## config.mk

```make
export PLATFORM = sky130hd
export DESIGN_NAME = riscv_v_adder_seq
export DESIGN_NICKNAME = d
export VERILOG_FILES = /design/src/rtl/riscv_v_pkg.sv /design/src/rtl/riscv_v_adder_ctrl_dec.sv /design/src/rtl/riscv_v_adder_seq.sv
export SDC_FILE = /design/constraint.sdc
export NUM_CORES = 1
export LEC_CHECK = 0
export CAP_MARGIN = 20
export CORE_AREA = 3 3 349 351
export CTS_BUF_LIST = sky130_fd_sc_hd__clkbuf_8
export DETAILED_ROUTE_END_ITERATION = 8
export DIE_AREA = 0 0 352 354
export PLACE_DENSITY = 0.46
export SKIP_LAST_GASP = 1
export SYNTH_ARGS = -nofsm -noshare
export SYNTH_HDL_FRONTEND = slang
export SYNTH_SLANG_ARGS = --single-unit
export TNS_END_PERCENT = 30
```

## constraint.sdc

```tcl
create_clock -name clk -period 3.8 [get_ports clk]
set_input_delay 0.76 -clock clk [delete_from_list [all_inputs] [get_ports clk]]
set_output_delay 0.76 -clock clk [all_outputs]
set_load 0.03 [all_outputs]
```

## src/rtl/riscv_v_pkg.sv

```systemverilog
// Shared types for the vector integer adder: op codes, adder control bundle, element-size helpers.
// Latency: n/a (types and pure functions only).
// Backpressure: n/a.
package riscv_v_pkg;

    localparam int RISCV_V_MAX_LMUL = 8;

    // One-hot element size: bit0=8b, bit1=16b, bit2=32b, bit3=64b.
    typedef logic [3:0] osize_vector_t;

    localparam osize_vector_t OSIZE_8  = 4'b0001;
    localparam osize_vector_t OSIZE_16 = 4'b0010;
    localparam osize_vector_t OSIZE_32 = 4'b0100;
    localparam osize_vector_t OSIZE_64 = 4'b1000;

    typedef enum logic [3:0] {
        ADD, SUB, MIN, MAX, SEQ, SNE, SLT, SGT, RED_SUM, RED_MIN, RED_MAX
    } riscv_v_adder_op_t;

    typedef struct packed {
        logic          valid_adder;
        logic          is_add;
        logic          is_sub;
        logic          is_max;
        logic          is_set_eq;
        logic          is_set_ne;
        logic          is_set_lt;
        logic          is_set_gt;
        logic          is_reduct;
        logic          is_reduct_n;
        logic          is_arithmetic;
        logic          is_min_max;
        logic          is_signed;
        osize_vector_t osize_vector;
        osize_vector_t is_greater_osize_vector;
    } riscv_v_adder_ctrl_t;

    // Bit i set when the element is wider than size i; drives carry propagation across lanes.
    function automatic osize_vector_t greater_osize(input osize_vector_t o);
        return {1'b0, o[3], o[3] | o[2], o[3] | o[2] | o[1]};
    endfunction

    // Bytes per element; a malformed size falls back to byte elements.
    function automatic logic [3:0] osize_bytes(input osize_vector_t o);
        case (o)
            OSIZE_16: return 4'd2;
            OSIZE_32: return 4'd4;
            OSIZE_64: return 4'd8;
            default:  return 4'd1;
        endcase
    endfunction

    // Low-order mask covering one element.
    function automatic logic [63:0] elem_mask(input osize_vector_t o);
        case (o)
            OSIZE_16: return 64'h0000_0000_0000_FFFF;
            OSIZE_32: return 64'h0000_0000_FFFF_FFFF;
            OSIZE_64: return 64'hFFFF_FFFF_FFFF_FFFF;
            default:  return 64'h0000_0000_0000_00FF;
        endcase
    endfunction

endpackage

```

## src/rtl/riscv_v_adder_ctrl_dec.sv

```systemverilog
// Decodes op/size/signedness into the adder control bundle and a per-byte reduction identity chunk.
// Latency: combinational.
// Backpressure: none; outputs are all-zero while valid is low.
module riscv_v_adder_ctrl_dec
    import riscv_v_pkg::*;
#(
    parameter int DATA_WIDTH = 128
) (
    input  logic                  valid,
    input  riscv_v_adder_op_t     op,
    input  logic                  is_signed,
    input  osize_vector_t         osize,
    output riscv_v_adder_ctrl_t   ctrl,
    output logic [DATA_WIDTH-1:0] identity
);

    logic [63:0] emask;
    logic [63:0] msb;
    logic [63:0] id_elem;
    logic [3:0]  eb;
    logic [2:0]  lane;

    // Control decode plus identity replicated into every element position of the chunk.
    always_comb begin
        ctrl     = '0;
        identity = '0;
        id_elem  = '0;
        lane     = '0;
        emask    = elem_mask(osize);
        msb      = emask ^ (emask >> 1);
        eb       = osize_bytes(osize);
        if (valid) begin
            ctrl.valid_adder             = 1'b1;
            ctrl.is_add                  = op inside {ADD, RED_SUM};
            ctrl.is_sub                  = !(op inside {ADD, RED_SUM});
            ctrl.is_max                  = op inside {MAX, RED_MAX};
            ctrl.is_set_eq               = (op == SEQ);
            ctrl.is_set_ne               = (op == SNE);
            ctrl.is_set_lt               = (op == SLT);
            ctrl.is_set_gt               = (op == SGT);
            ctrl.is_reduct               = op inside {RED_SUM, RED_MIN, RED_MAX};
            ctrl.is_reduct_n             = !(op inside {RED_SUM, RED_MIN, RED_MAX});
            ctrl.is_arithmetic           = op inside {ADD, SUB, RED_SUM};
            ctrl.is_min_max              = op inside {MIN, MAX, RED_MIN, RED_MAX};
            ctrl.is_signed               = is_signed;
            ctrl.osize_vector            = osize;
            ctrl.is_greater_osize_vector = greater_osize(osize);
            case (op)
                RED_MIN: id_elem = is_signed ? (emask ^ msb) : emask;
                RED_MAX: id_elem = is_signed ? msb : '0;
                default: id_elem = '0;
            endcase
            for (int b = 0; b < DATA_WIDTH/8; b++) begin
                lane = 3'(b) & 3'(eb - 4'd1);
                identity[b*8 +: 8] = 8'(id_elem >> {lane, 3'b000});
            end
        end
    end

endmodule

```

## src/rtl/riscv_v_adder_seq.sv

```systemverilog
// Sequences one vector add-class op over 1..MAX_CHUNKS chunks through the adder; reductions fold into a scalar.
// Latency: element-wise 1 cycle consume->rsp_valid; reductions respond 1 cycle after the last chunk.
// Backpressure: element-wise chunks stall while the output register is full and unaccepted; rsp held until rsp_ready.
module riscv_v_adder_seq
    import riscv_v_pkg::*;
#(
    parameter int DATA_WIDTH = 128,
    parameter int NUM_BYTES  = DATA_WIDTH/8,
    parameter int MAX_CHUNKS = RISCV_V_MAX_LMUL
) (
    input  logic                          clk,
    input  logic                          rst_n,
    input  logic                          req_valid,
    output logic                          req_ready,
    input  riscv_v_adder_op_t             req_op,
    input  logic                          req_signed,
    input  osize_vector_t                 req_osize,
    input  logic [$clog2(MAX_CHUNKS):0]   req_num_chunks,
    input  logic [63:0]                   req_scalar,
    input  logic                          src_valid,
    output logic                          src_ready,
    input  logic [DATA_WIDTH-1:0]         src_a,
    input  logic [DATA_WIDTH-1:0]         src_b,
    input  logic [NUM_BYTES-1:0]          src_mask,
    output riscv_v_adder_ctrl_t           adder_ctrl,
    output logic [DATA_WIDTH-1:0]         adder_srca,
    output logic [DATA_WIDTH-1:0]         adder_srcb,
    output logic [NUM_BYTES-1:0]          adder_srcb_valid,
    input  logic [DATA_WIDTH-1:0]         adder_result,
    output logic                          rsp_valid,
    input  logic                          rsp_ready,
    output logic [DATA_WIDTH-1:0]         rsp_data,
    output logic                          rsp_last
);

    localparam int CW = $clog2(MAX_CHUNKS) + 1;

    typedef enum logic [1:0] {IDLE, RUN, DRAIN, DONE} state_t;

    state_t              state, state_nxt;
    riscv_v_adder_op_t   op_q;
    logic                signed_q;
    osize_vector_t       osize_q;
    logic [CW-1:0]       num_q;
    logic [CW-1:0]       cnt;
    logic [63:0]         acc;
    logic [63:0]         acc_nxt;
    logic [DATA_WIDTH-1:0] identity;
    logic                is_red, issue, last_chunk;
    logic                req_fire, src_fire, rsp_fire;

    assign is_red     = op_q inside {RED_SUM, RED_MIN, RED_MAX};
    assign req_ready  = (state == IDLE);
    assign src_ready  = (state == RUN) && (is_red || !rsp_valid || rsp_ready);
    assign req_fire   = req_valid && req_ready;
    assign src_fire   = src_valid && src_ready;
    assign rsp_fire   = rsp_valid && rsp_ready;
    assign issue      = (state == RUN) && src_valid;
    assign last_chunk = ((cnt + CW'(1)) == num_q);
    // The adder leaves the folded value in the top element; bring it down to bit 0.
    assign acc_nxt    = 64'(adder_result[DATA_WIDTH-1 -: 64] >> (7'd64 - {osize_bytes(osize_q), 3'b000}));

    riscv_v_adder_ctrl_dec #(.DATA_WIDTH(DATA_WIDTH)) u_dec (
        .valid     (issue),
        .op        (op_q),
        .is_signed (signed_q),
        .osize     (osize_q),
        .ctrl      (adder_ctrl),
        .identity  (identity)
    );

    // Operand steering: element-wise passes through; reductions pad masked bytes and feed the accumulator.
    always_comb begin
        adder_srca       = '0;
        adder_srcb       = '0;
        adder_srcb_valid = '0;
        if (issue) begin
            if (is_red) begin
                for (int b = 0; b < NUM_BYTES; b++) begin
                    adder_srca[b*8 +: 8] = src_mask[b] ? src_a[b*8 +: 8] : identity[b*8 +: 8];
                end
                adder_srcb       = {{(DATA_WIDTH-64){1'b0}}, acc};
                adder_srcb_valid = NUM_BYTES'((16'd1 << osize_bytes(osize_q)) - 16'd1);
            end else begin
                adder_srca       = src_a;
                adder_srcb       = src_b;
                adder_srcb_valid = src_mask;
            end
        end
    end

    // Next-state: reductions finish in DONE, element-wise ops drain the last result.
    always_comb begin
        state_nxt = state;
        case (state)
            IDLE:    if (req_fire) state_nxt = RUN;
            RUN:     if (src_fire && last_chunk) state_nxt = is_red ? DONE : DRAIN;
            DRAIN:   if (rsp_fire) state_nxt = IDLE;
            DONE:    if (rsp_fire) state_nxt = IDLE;
            default: state_nxt = IDLE;
        endcase
    end

    // State register.
    always_ff @(posedge clk or negedge rst_n) begin
        if (!rst_n) state <= IDLE;
        else        state <= state_nxt;
    end

    // Request latch, chunk counter and reduction accumulator.
    always_ff @(posedge clk or negedge rst_n) begin
        if (!rst_n) begin
            op_q     <= ADD;
            signed_q <= 1'b0;
            osize_q  <= OSIZE_8;
            num_q    <= CW'(1);
            cnt      <= '0;
            acc      <= '0;
        end else begin
            if (req_fire) begin
                op_q     <= req_op;
                signed_q <= req_signed;
                osize_q  <= req_osize;
                num_q    <= (req_num_chunks == '0 || req_num_chunks > CW'(MAX_CHUNKS))
                            ? CW'(1) : req_num_chunks;
                cnt      <= '0;
                if (req_op inside {RED_SUM, RED_MIN, RED_MAX})
                    acc <= req_scalar & elem_mask(req_osize);
            end
            if (src_fire) begin
                cnt <= cnt + CW'(1);
                if (is_red) acc <= acc_nxt;
            end
            if (state != IDLE && state_nxt == IDLE) cnt <= '0;
        end
    end

    // Output register: loaded per element-wise chunk or once at the end of a reduction, held until accepted.
    always_ff @(posedge clk or negedge rst_n) begin
        if (!rst_n) begin
            rsp_valid <= 1'b0;
            rsp_data  <= '0;
            rsp_last  <= 1'b0;
        end else if (src_fire && !is_red) begin
            rsp_valid <= 1'b1;
            rsp_data  <= adder_result;
            rsp_last  <= last_chunk;
        end else if (src_fire && last_chunk) begin
            rsp_valid <= 1'b1;
            rsp_data  <= {{(DATA_WIDTH-64){1'b0}}, acc_nxt};
            rsp_last  <= 1'b1;
        end else if (rsp_fire) begin
            rsp_valid <= 1'b0;
            rsp_last  <= 1'b0;
        end
    end

endmodule

```

==> qor.csv, run 1 <==
metric,value,unit
Power Density,848,mW/mm^2
slew margin rel.,0.459,
via count,19000,
"area leader, netlist",dfrtp_1,
GR Overflow Total,0,
HP Class,in -> async,
Final Critical Period,3720,ps
vias in the first global route,19200,
RSZ-0062 raised after global routing,true,
average size of a mapped cell,8.15,sq um
Synth Cell Area,0.0147,sq mm
library cells used by synthesis,87,
status,completed,
met3 WL post-DR,11600,um
Post-Syn Instances,1803,
first-pass GRT wire length,179000,um
final antenna-violating net count,0,
"Net count, final",3196,
Clock Latency Late Sink,680,ps
IO Pins,907,
initial core utilization,0.123,
Area contributors post-synth,"dfrtp_1 (36%), a21oi_1 (8.6%), nand2_1 (6.8%), o21ai_0 (4.8%), a22o_1 (4.5%)",
post-route cell area,0.0285,sq mm
Post-Route Utilization,0.239,
largest net degree at the start of global routing,91,
CTS Sinks,213,
Ys Warns,0,
"Slew Viols, Final",0,
dpl ws,199,ps
depth of the CTS H-tree,2,
Residual DRC,0,
type of the worst setup path,reg -> out,
net count after synthesis,2288,
DRC violation total after the first TritonRoute iteration,1726,
Setup Skew,47.5,ps
"IR drop worst, VDD",0.393,mV
layout cells sized above 1,0.208,
Die Ht,354,um
post-synth top area share,0.359,
Post-synth EDFFs,0,
top layer in use,met5,
maximum clock path buffer count,3,
"most common cell after layout, fill and taps aside",clkdlybuf4s50_1,
M1 wire length,57700,um
Final setup violation count,0,
crit end category,primary output,
#FFs+latches synth,213,
Worst setup SP type,flip-flop,
Vias/cell,4.34,
Post-Route WL,136000,um
# port buffers,905,
fmax,0.269,GHz
Most used DFF post-synth,dfrtp_1,
Async SR Flop Fraction,1.00,
Rows,127,
Max Cap Viol,0,
Non-Filler Instances,4381,
"Req. time, crit path",3040,ps
"Max FO, Critical Path",9,
Leak,11.6,nW
core footprint,0.119,sq mm
Initial DRT Pass Iterations,5,
met2 WL,63500,um
DP Cell Count,4267,
Worst Tran Pin Value,801,ps
routability cong.,0.875,
Clock Pin Slew Worst Setup and Hold Paths,60,ps
TritonCTS clock tree,built,
sequential cell area,0.00534,sq mm
post-DP HPWL,112000,um
Die W,352,um
Final Hold Vio Count,0,
register area share after synthesis,0.363,
gr usage total,0.209,
Root Buffer,clkbuf_8,
placed inst area,0.0273,sq mm
Worst R2R Setup Slack,570,ps
total CTS buffers,48,
"commonest non-fill, non-tap cells in the layout","clkdlybuf4s50_1 (614), nand2_1 (261), buf_4 (247)",
Routed wire per std cell,31.2,um
area of the multi-input gates,0.00851,sq mm
Area Growth Syn to Fin,94.2,%
# fillers,13000,
Die ar.,0.125,sq mm
final worst slack,77.9,ps
Tcrit/Tclk final,0.979,
arrival time worst endpoint,2960,ps
initial antenna violation count,59,
==> synth_stat cells (7+ instances only) <==
master and instances:
o21bai_1 15, nand3_1 8, a21o_1 29, inv_1 44
a22o_1 75, nor3_1 25, clkbuf_1 109, buf_1 17
dfrtp_1 211, nand2b_1 18, nand3b_1 23, and2_1 73
a221oi_1 38, a22oi_1 20, o22ai_1 22, buf_2 50
o21ai_0 142, or4b_1 12, nor3b_1 8, nor2b_1 11
a31oi_1 13, buf_6 8, mux2_2 12, nor4bb_1 11
a221o_1 25, o221a_2 10, nor4b_1 12, nor2_1 73
a211oi_1 11, o32ai_1 14, o221ai_1 25, a21oi_1 252
nand2_1 265, o21ai_1 7
==> power by group <==
group | internal (mW) | total [mW] | leakage [nW] | switching, mW
Combinational | 6.53 | 17.1 | 8.32 | 10.6
Sequential | 3.32 | 4.10 | 2.66 | 0.782
Clock | 1.66 | 2.97 | 0.584 | 1.31
Total | 11.5 | 24.2 | 11.6 | 12.7
==> sequential cells by signal (all words and copies together) (netlist names) <==
name       flops
acc           64
cnt            4
num_q          4
op_q           4
osize_q        4
rsp_data     128
rsp_last       1
rsp_valid      1
signed_q       1
state          2
==> metrics by stage <==
step / total power, mW / setup TNS (ps) / hold slack [ps]
3_3_place_gp: 21.5 / 0 / 458
4_1_cts: 24.8 / -297 / 49.3
6_report: 24.2 / 0 / 89.5
3_5_place_dp: 21.5 / 0 / 459
5_1_grt: 25.6 / -901 / 88.1
2_1_floorplan: 12.3 / 0 / 442
==> logic make-up (layout without fill, tap and decap cells) <==
logic type | after synthesis | count (layout) | synth area share
buffers and inverters | 234 | 1179 | 0.0691
adder cells (fa/ha/maj) | 3 | 3 | 0.00255
AND/OR/NAND/NOR | 573 | 573 | 0.205
other | 1 | 22 | 0.000255
AO/OA/AOI/OAI | 747 | 747 | 0.337
flip-flops | 213 | 213 | 0.363
XOR/XNOR | 12 | 12 | 0.00817
multiplexers | 20 | 20 | 0.0156
==> worst paths after layout <==
kind | startpoint | end | cells past startpoint
min in group clk | num_q[0]$_DFFE_PN1P_ | num_q[0]$_DFFE_PN1P_ | 2
worst min register to register | num_q[0]$_DFFE_PN1P_ | num_q[0]$_DFFE_PN1P_ | 2
worst min-delay path | rst_n | rsp_data[108]$_DFFE_PN0P_ | 1
worst max register to register | osize_q[3]$_DFFE_PN0P_ | rsp_data[23]$_DFFE_PN0P_ | 10
worst max-delay path | state[1]$_DFF_PN0_ | adder_ctrl[0] | 6
max in group asynchronous | rst_n | num_q[0]$_DFFE_PN1P_ | 2
==> per-layer routing <==
layer  global-route usage  vias to the layer above
li1                     -                     8492
met1                0.264                     9372
met2                0.342                      958
met3               0.0662                      171
met4               0.0576                       26
met5                    0                        -
==> area by class of cell <==
| class | count | area share |
|---|---|---|
| clock buffer | 58 | 0.0280 |
| antenna | 21 | 0.00184 |
| tap | 1612 | 0.0707 |
| clock inverter | 29 | 0.00877 |
| multi-input combinational | 1356 | 0.298 |
| inverter | 46 | 0.00614 |
| sequential | 213 | 0.187 |
| timing repair buffer | 1046 | 0.399 |
==> timing repair <==
item / in CTS / in global routing
resized for setup: 49 / 5
endpoints found under the setup margin: 165 / 40
hold buffers: 0 / 0
setup buffers: 6 / 0
==> critical path, stage by stage (launching register included) <==
cell and delay [ps]:
dfrtp_1 700, nand3b_4 380, inv_2 70, buf_4 200, and2_1 300, or3_1 450, buf_12 160
No activity file was read; power rests on OpenSTA's default activity.
==> inputs of run 2 (changes only) <==
==> constraint.sdc (replaced) <==
create_clock -name clk -period 3.8 [get_ports clk]
set_input_delay 0.76 -clock clk [delete_from_list [all_inputs] [get_ports clk]]
set_output_delay 0.76 -clock clk [all_outputs]
set_load 0.1 [all_outputs]
==> run 2 against run 1 <==
Effect of this change:
- first-iteration DRC count is 12% lower
- routed wire length is 0.42% lower
- clock skew increased by 32 ps
- fmax up 1.3%
- sequential power about the same
- critical path depth did not move
- worst hold slack lost 41 ps
- global-route usage is 0.057 points lower
==> qor.csv, run 2 (same netlist as run 1, synthesis figures left out) <==
metric,value,unit,change
status,completed,,
"commonest non-fill, non-tap cells in the layout","clkdlybuf4s50_1 (580), buf_12 (317), nand2_1 (261)",,
IO Pins,907,,unchanged
RSZ-0062 raised after global routing,true,,
Worst Path Buf+Inv,1,,-2
type of the worst setup path,reg -> out,,
"Max FO, Critical Path",8,,-1
Die W,352,um,unchanged
maximum clock path buffer count,3,,unchanged
core footprint,0.119,sq mm,unchanged
met3 WL post-DR,10300,um,-11%
DP Cell Count,4262,,-0.12%
M1 wire length,57800,um,+0.18%
slew margin rel.,0.279,,-0.180
CTS Sinks,213,,unchanged
Die ar.,0.125,sq mm,unchanged
Largest Register,rsp_data,,
Tcrit/Tclk final,0.967,,-0.0128
layout cells sized above 1,0.232,,+0.0244
"CP delay by family, top",simple AND/OR/NAND/NOR gates,,
"IR drop worst, VDD",0.465,mV,+18%
"most common cell after layout, fill and taps aside",clkdlybuf4s50_1,,
Crit. path cell count,6,,unchanged
Clock Pin Slew Worst Setup and Hold Paths,80,ps,+20 ps
routability cong.,0.890,,+1.8%
Initial DRT Pass Iterations,5,,unchanged
vias in the first global route,19300,,+0.64%
crit end category,primary output,,
Final Hold Vio Count,0,,unchanged
setup TNS,0,ps,unchanged
Setup Skew,79.2,ps,+31.7 ps
arrival time worst endpoint,2910,ps,-50 ps
Die Ht,354,um,unchanged
total CTS buffers,47,,-2.1%
initial core utilization,0.123,,unchanged
Routed wire per std cell,31.0,um,-0.42%
gr usage total,0.209,,-0.000566
Root Buffer,clkbuf_8,,
first-pass GRT wire length,180000,um,+0.61%
depth of the CTS H-tree,2,,unchanged
Final setup violation count,0,,unchanged
TritonCTS clock tree,built,,
Max Cap Viol,0,,unchanged
Power Density,1070,mW/mm^2,+26%
HP Class,in -> async,,
CP max-delay cell,dfrtp_1,,
largest net degree at the start of global routing,79,,-13%
post-DP HPWL,111000,um,-0.61%
Post-Route WL,136000,um,-0.42%
Rows,127,,unchanged
Post-Route Utilization,0.255,,+0.0158
GR Overflow Total,0,,unchanged
"Slew Viols, Final",0,,unchanged
Clock Latency Late Sink,690,ps,about the same
Residual DRC,0,,unchanged
Non-Filler Instances,4381,,unchanged
initial antenna violation count,52,,-12%
final hold slack,48.6,ps,-40.9 ps
Area Growth Syn to Fin,107,%,
Worst setup SP type,flip-flop,,
via count,19000,,-0.31%
count of hold-fix buffers inserted at cts,0,,unchanged
fmax,0.272,GHz,+1.3%
crit-path cells,"nand2b_4, a21oi_4, nand2_2, nor2_2, a22o_1, buf_12",,
final antenna-violating net count,0,,unchanged
# fillers,12800,,-1.5%
"Net count, final",3197,,+0.031%
R2R cell count,7,,-3
met2 WL,65400,um,+3.0%
Final Critical Period,3670,ps,-48.6 ps
top layer in use,met5,,
max incr delay on CP,490,ps,-210 ps
Largest regs,"rsp_data: 128 flops, acc: 64 flops",,
Power Total,32.5,mW,+34%
number of flip-flops under the largest register name,128,,unchanged
Leak,12.0,nW,+3.9%
Worst Tran Pin Value,1080,ps,+277 ps
"Req. time, crit path",3040,ps,about the same
Vias/cell,4.33,,-0.31%
DRC violation total after the first TritonRoute iteration,1515,,-12%
# port buffers,905,,unchanged
[run 2: changes by cell type in the layout (fill, tap and decap cells not counted), sizes merged]
cell	change
bufinv	+1
buf	+61
dlygate4sd2	-22
clkbuf	-4
dlymetal6s2s	-4
inv	-4
clkdlybuf4s50	-34
clkinv	+5
nand2	+1
[run 2: stage by stage]
| stage | setup WS (ps) | cell area, sq um |
|---|---|---|
| 3_5_place_dp | 29.3 | 29200 |
| 2_1_floorplan | -540 | 14700 |
| 5_1_grt | -60.4 | 30400 |
| 4_1_cts | -16.7 | 30400 |
| 6_report | 127 | 30400 |
| 3_3_place_gp | -226 | 29100 |
[run 2: power breakdown]
| group | switching, mW | internal [mW] |
|---|---|---|
| registers | 0.747 | 3.32 |
| logic | 17.9 | 7.51 |
| clock network | 1.33 | 1.65 |
[run 2: final timing paths]
| path | start | end | slack [ps] |
|---|---|---|---|
| worst min-delay path | rst_n | rsp_data[109]$_DFFE_PN0P_ | 50 |
| worst max register to register | osize_q[1]$_DFFE_PN0P_ | rsp_data[16]$_DFFE_PN0P_ | 610 |
| worst max-delay path | op_q[2]$_DFFE_PN0P_ | adder_srcb_valid[9] | 130 |
| worst min register to register | num_q[0]$_DFFE_PN1P_ | num_q[0]$_DFFE_PN1P_ | 460 |
| max in group asynchronous | rst_n | num_q[0]$_DFFE_PN1P_ | 2880 |
| min in group clk | num_q[0]$_DFFE_PN1P_ | num_q[0]$_DFFE_PN1P_ | 460 |
[run 2: what timing repair did]
item	4_1_cts	5_1_grt
setup buffers	12	0
resized for setup	21	4
gates cloned	1	0
pin swaps	4	0
setup endpoints to repair	146	17
[run 2: per-layer routing]
layer / track usage / vias up
met5: 0 / -
met4: 0.0473 / 18
met3: 0.0611 / 148
met2: 0.350 / 890
met1: 0.263 / 9419
li1: - / 8485
[run 2: cell type report]
class / count / area, sq um / share of cell area
tap: 1612 / 2020 / 0.0663
timing repair buffer: 1047 / 13300 / 0.437
multi-input combinational: 1357 / 8520 / 0.280
clock inverter: 31 / 287 / 0.00942
clock buffer: 54 / 743 / 0.0244
antenna: 21 / 52.6 / 0.00173
inverter: 46 / 175 / 0.00576
sequential: 213 / 5340 / 0.176
==> inputs of run 3 (changes only) <==
- CAP_MARGIN: 20 -> 40
==> run 3 against run 2 <==
Effect of this change:
- via count rose by 2.2%
- routed wire length rose by 0.66%
- clock power increased by 1%
- setup slack worse by 17 ps
- die area unchanged
- final area is 7.5% higher
- power is 7.7% higher
==> qor.csv, run 3 (same netlist as run 1, synthesis figures left out) <==
metric,value,unit,change
status,completed,,
Post-Route WL,137000,um,+0.66%
crit end category,primary output,,
DRC violation total after the first TritonRoute iteration,1643,,+8.4%
DP Cell Count,4362,,+2.3%
Final setup violation count,0,,unchanged
Vias/cell,4.33,,about the same
GR Overflow Total,0,,unchanged
Initial DRT Pass Iterations,5,,unchanged
type of the worst setup path,reg -> out,,
Final Critical Period,3690,ps,+17.5 ps
Rows,127,,unchanged
"IR drop worst, VDD",0.892,mV,+92%
setup TNS,0,ps,unchanged
Routed wire per std cell,30.5,um,-1.5%
post-DP HPWL,112000,um,+0.62%
depth of the CTS H-tree,2,,unchanged
IO Pins,907,,unchanged
Worst Tran Pin Value,915,ps,-163 ps
core footprint,0.119,sq mm,unchanged
R2R cell count,7,,unchanged
fmax,0.271,GHz,-0.47%
Worst setup SP type,flip-flop,,
RSZ-0062 raised after global routing,true,,
slew margin rel.,0.382,,+0.103
"CP delay by family, top",simple AND/OR/NAND/NOR gates,,
Final Hold Vio Count,0,,unchanged
Max Cap Viol,0,,unchanged
Die W,352,um,unchanged
Clock Latency Late Sink,670,ps,-20 ps
Largest regs,"rsp_data: 128 flops, acc: 64 flops",,
Power Density,1070,mW/mm^2,+0.18%
vias in the first global route,19900,,+2.9%
final antenna-violating net count,0,,unchanged
Die ar.,0.125,sq mm,unchanged
Worst Path Buf+Inv,3,,+2
final hold slack,58.3,ps,+9.69 ps
Die Ht,354,um,unchanged
largest net degree at the start of global routing,79,,unchanged
Residual DRC,0,,unchanged
gr usage total,0.210,,+0.000961
Crit. path cell count,8,,+2
first-pass GRT wire length,181000,um,+0.74%
# port buffers,905,,unchanged
R2R Path End,acc[4]$_DFF_PN0_,,
arrival time worst endpoint,2930,ps,+20 ps
via count,19400,,+2.2%
routability cong.,0.890,,unchanged
# fillers,12600,,-2.1%
maximum clock path buffer count,3,,unchanged
"Req. time, crit path",3040,ps,about the same
"Max FO, Critical Path",10,,+2
"Slew Viols, Final",0,,unchanged
Critical Path Source,osize_q[1]$_DFFE_PN0P_,,
Leak,13.0,nW,+8.5%
Clock Pin Slew Worst Setup and Hold Paths,60,ps,-20 ps
initial antenna violation count,55,,+5.8%
"Net count, final",3289,,+2.9%
layout cells sized above 1,0.261,,+0.0288
initial core utilization,0.123,,unchanged
CTS Sinks,213,,unchanged
Worst R2R Setup Slack,590,ps,-20 ps
Setup Skew,47.5,ps,-31.7 ps
TritonCTS clock tree,built,,
Tcrit/Tclk final,0.971,,+0.00460
"most common cell after layout, fill and taps aside",clkdlybuf4s50_1,,
HP Class,in -> async,,
Root Buffer,clkbuf_8,,
Non-Filler Instances,4479,,+2.2%
total CTS buffers,47,,unchanged
Area Growth Syn to Fin,123,%,
crit-path cells,"or3_4, a31oi_4, buf_4, mux2i_2, buf_6, nand2_1, a21oi_2, buf_12",,
count of hold-fix buffers inserted at cts,0,,unchanged
Largest Register,rsp_data,,
max incr delay on CP,490,ps,about the same
Post-Route Utilization,0.274,,+0.0192
CP max-delay cell,dfrtp_2,,
"commonest non-fill, non-tap cells in the layout","clkdlybuf4s50_1 (580), buf_12 (317), nand2_1 (259)",,
number of flip-flops under the largest register name,128,,unchanged
Reg2Reg Launch Point,osize_q[1]$_DFFE_PN0P_,,
==> run 3: cell count changes in the layout (fill, tap and decap cells not counted), sizes merged <==
| cell | previous run | this run |
|---|---|---|
| inv | 57 | 58 |
| diode | 21 | 24 |
| bufinv | 5 | 3 |
| nand2 | 267 | 266 |
| buf | 467 | 560 |
| clkbuf | 54 | 63 |
| clkinv | 12 | 8 |
| clkinvlp | 3 | 2 |
==> run 3: cell type report <==
class                           instances  area (sq um)  share of cell area
Antenna cell                           24          60.1             0.00184
Clock buffer                           63           867              0.0265
Clock inverter                         25           205             0.00627
Inverter                               46           175             0.00535
Multi-Input combinational cell       1356          8540               0.261
Sequential cell                       213          5340               0.163
Tap cell                             1612          2020              0.0617
Timing Repair Buffer                 1140         15500               0.474
==> run 3: metal layers <==
metal / track usage / vias to the layer above / share of wire
li1: - / 8675 / -
met1: 0.266 / 9624 / 0.42
met2: 0.355 / 913 / 0.48
met3: 0.0551 / 151 / 0.073
met4: 0.0453 / 16 / 0.020
met5: 0 / - / 0.00070
==> run 3: worst max-delay path by stage <==
stage / end
after detailed placement: adder_srcb_valid[9]
final: adder_srca[119]
after CTS: adder_srca[119]
after global placement: adder_srcb_valid[4]
after floorplan: adder_srca[15]
after global routing: adder_srcb_valid[4]
==> run 3: what timing repair did <==
item                                    CTS  global route
endpoints found under the setup margin  145            52
resized for setup                        24            10
buffers inserted                          5             0
pin swaps                                 3             0
endpoints found under the hold margin     0             0
==> run 3: power breakdown <==
part           internal, mW  total (mW)  switching (mW)
Sequential             3.32        4.10           0.772
Clock                  1.70        3.02            1.33
Combinational          9.49        27.9            18.4
==> run 3: worst register-to-register path, stage by stage (launching register included) <==
cell     delay, ps
dfrtp_2        480
buf_4          590
or4b_4         690
mux2_1         350
mux2i_1        270
o22a_1         380
buf_4          220
o21ai_0         90
==> run 3: stage by stage <==
step	total power [mW]	setup slack, ps	area, sq um
after floorplan	19.3	-540	14700
after global placement	29.6	-226	29100
after detailed placement	32.1	33.5	31400
after CTS	35.5	-36.3	32600
after global routing	36.3	-47.5	32700
final	35.0	109	32700
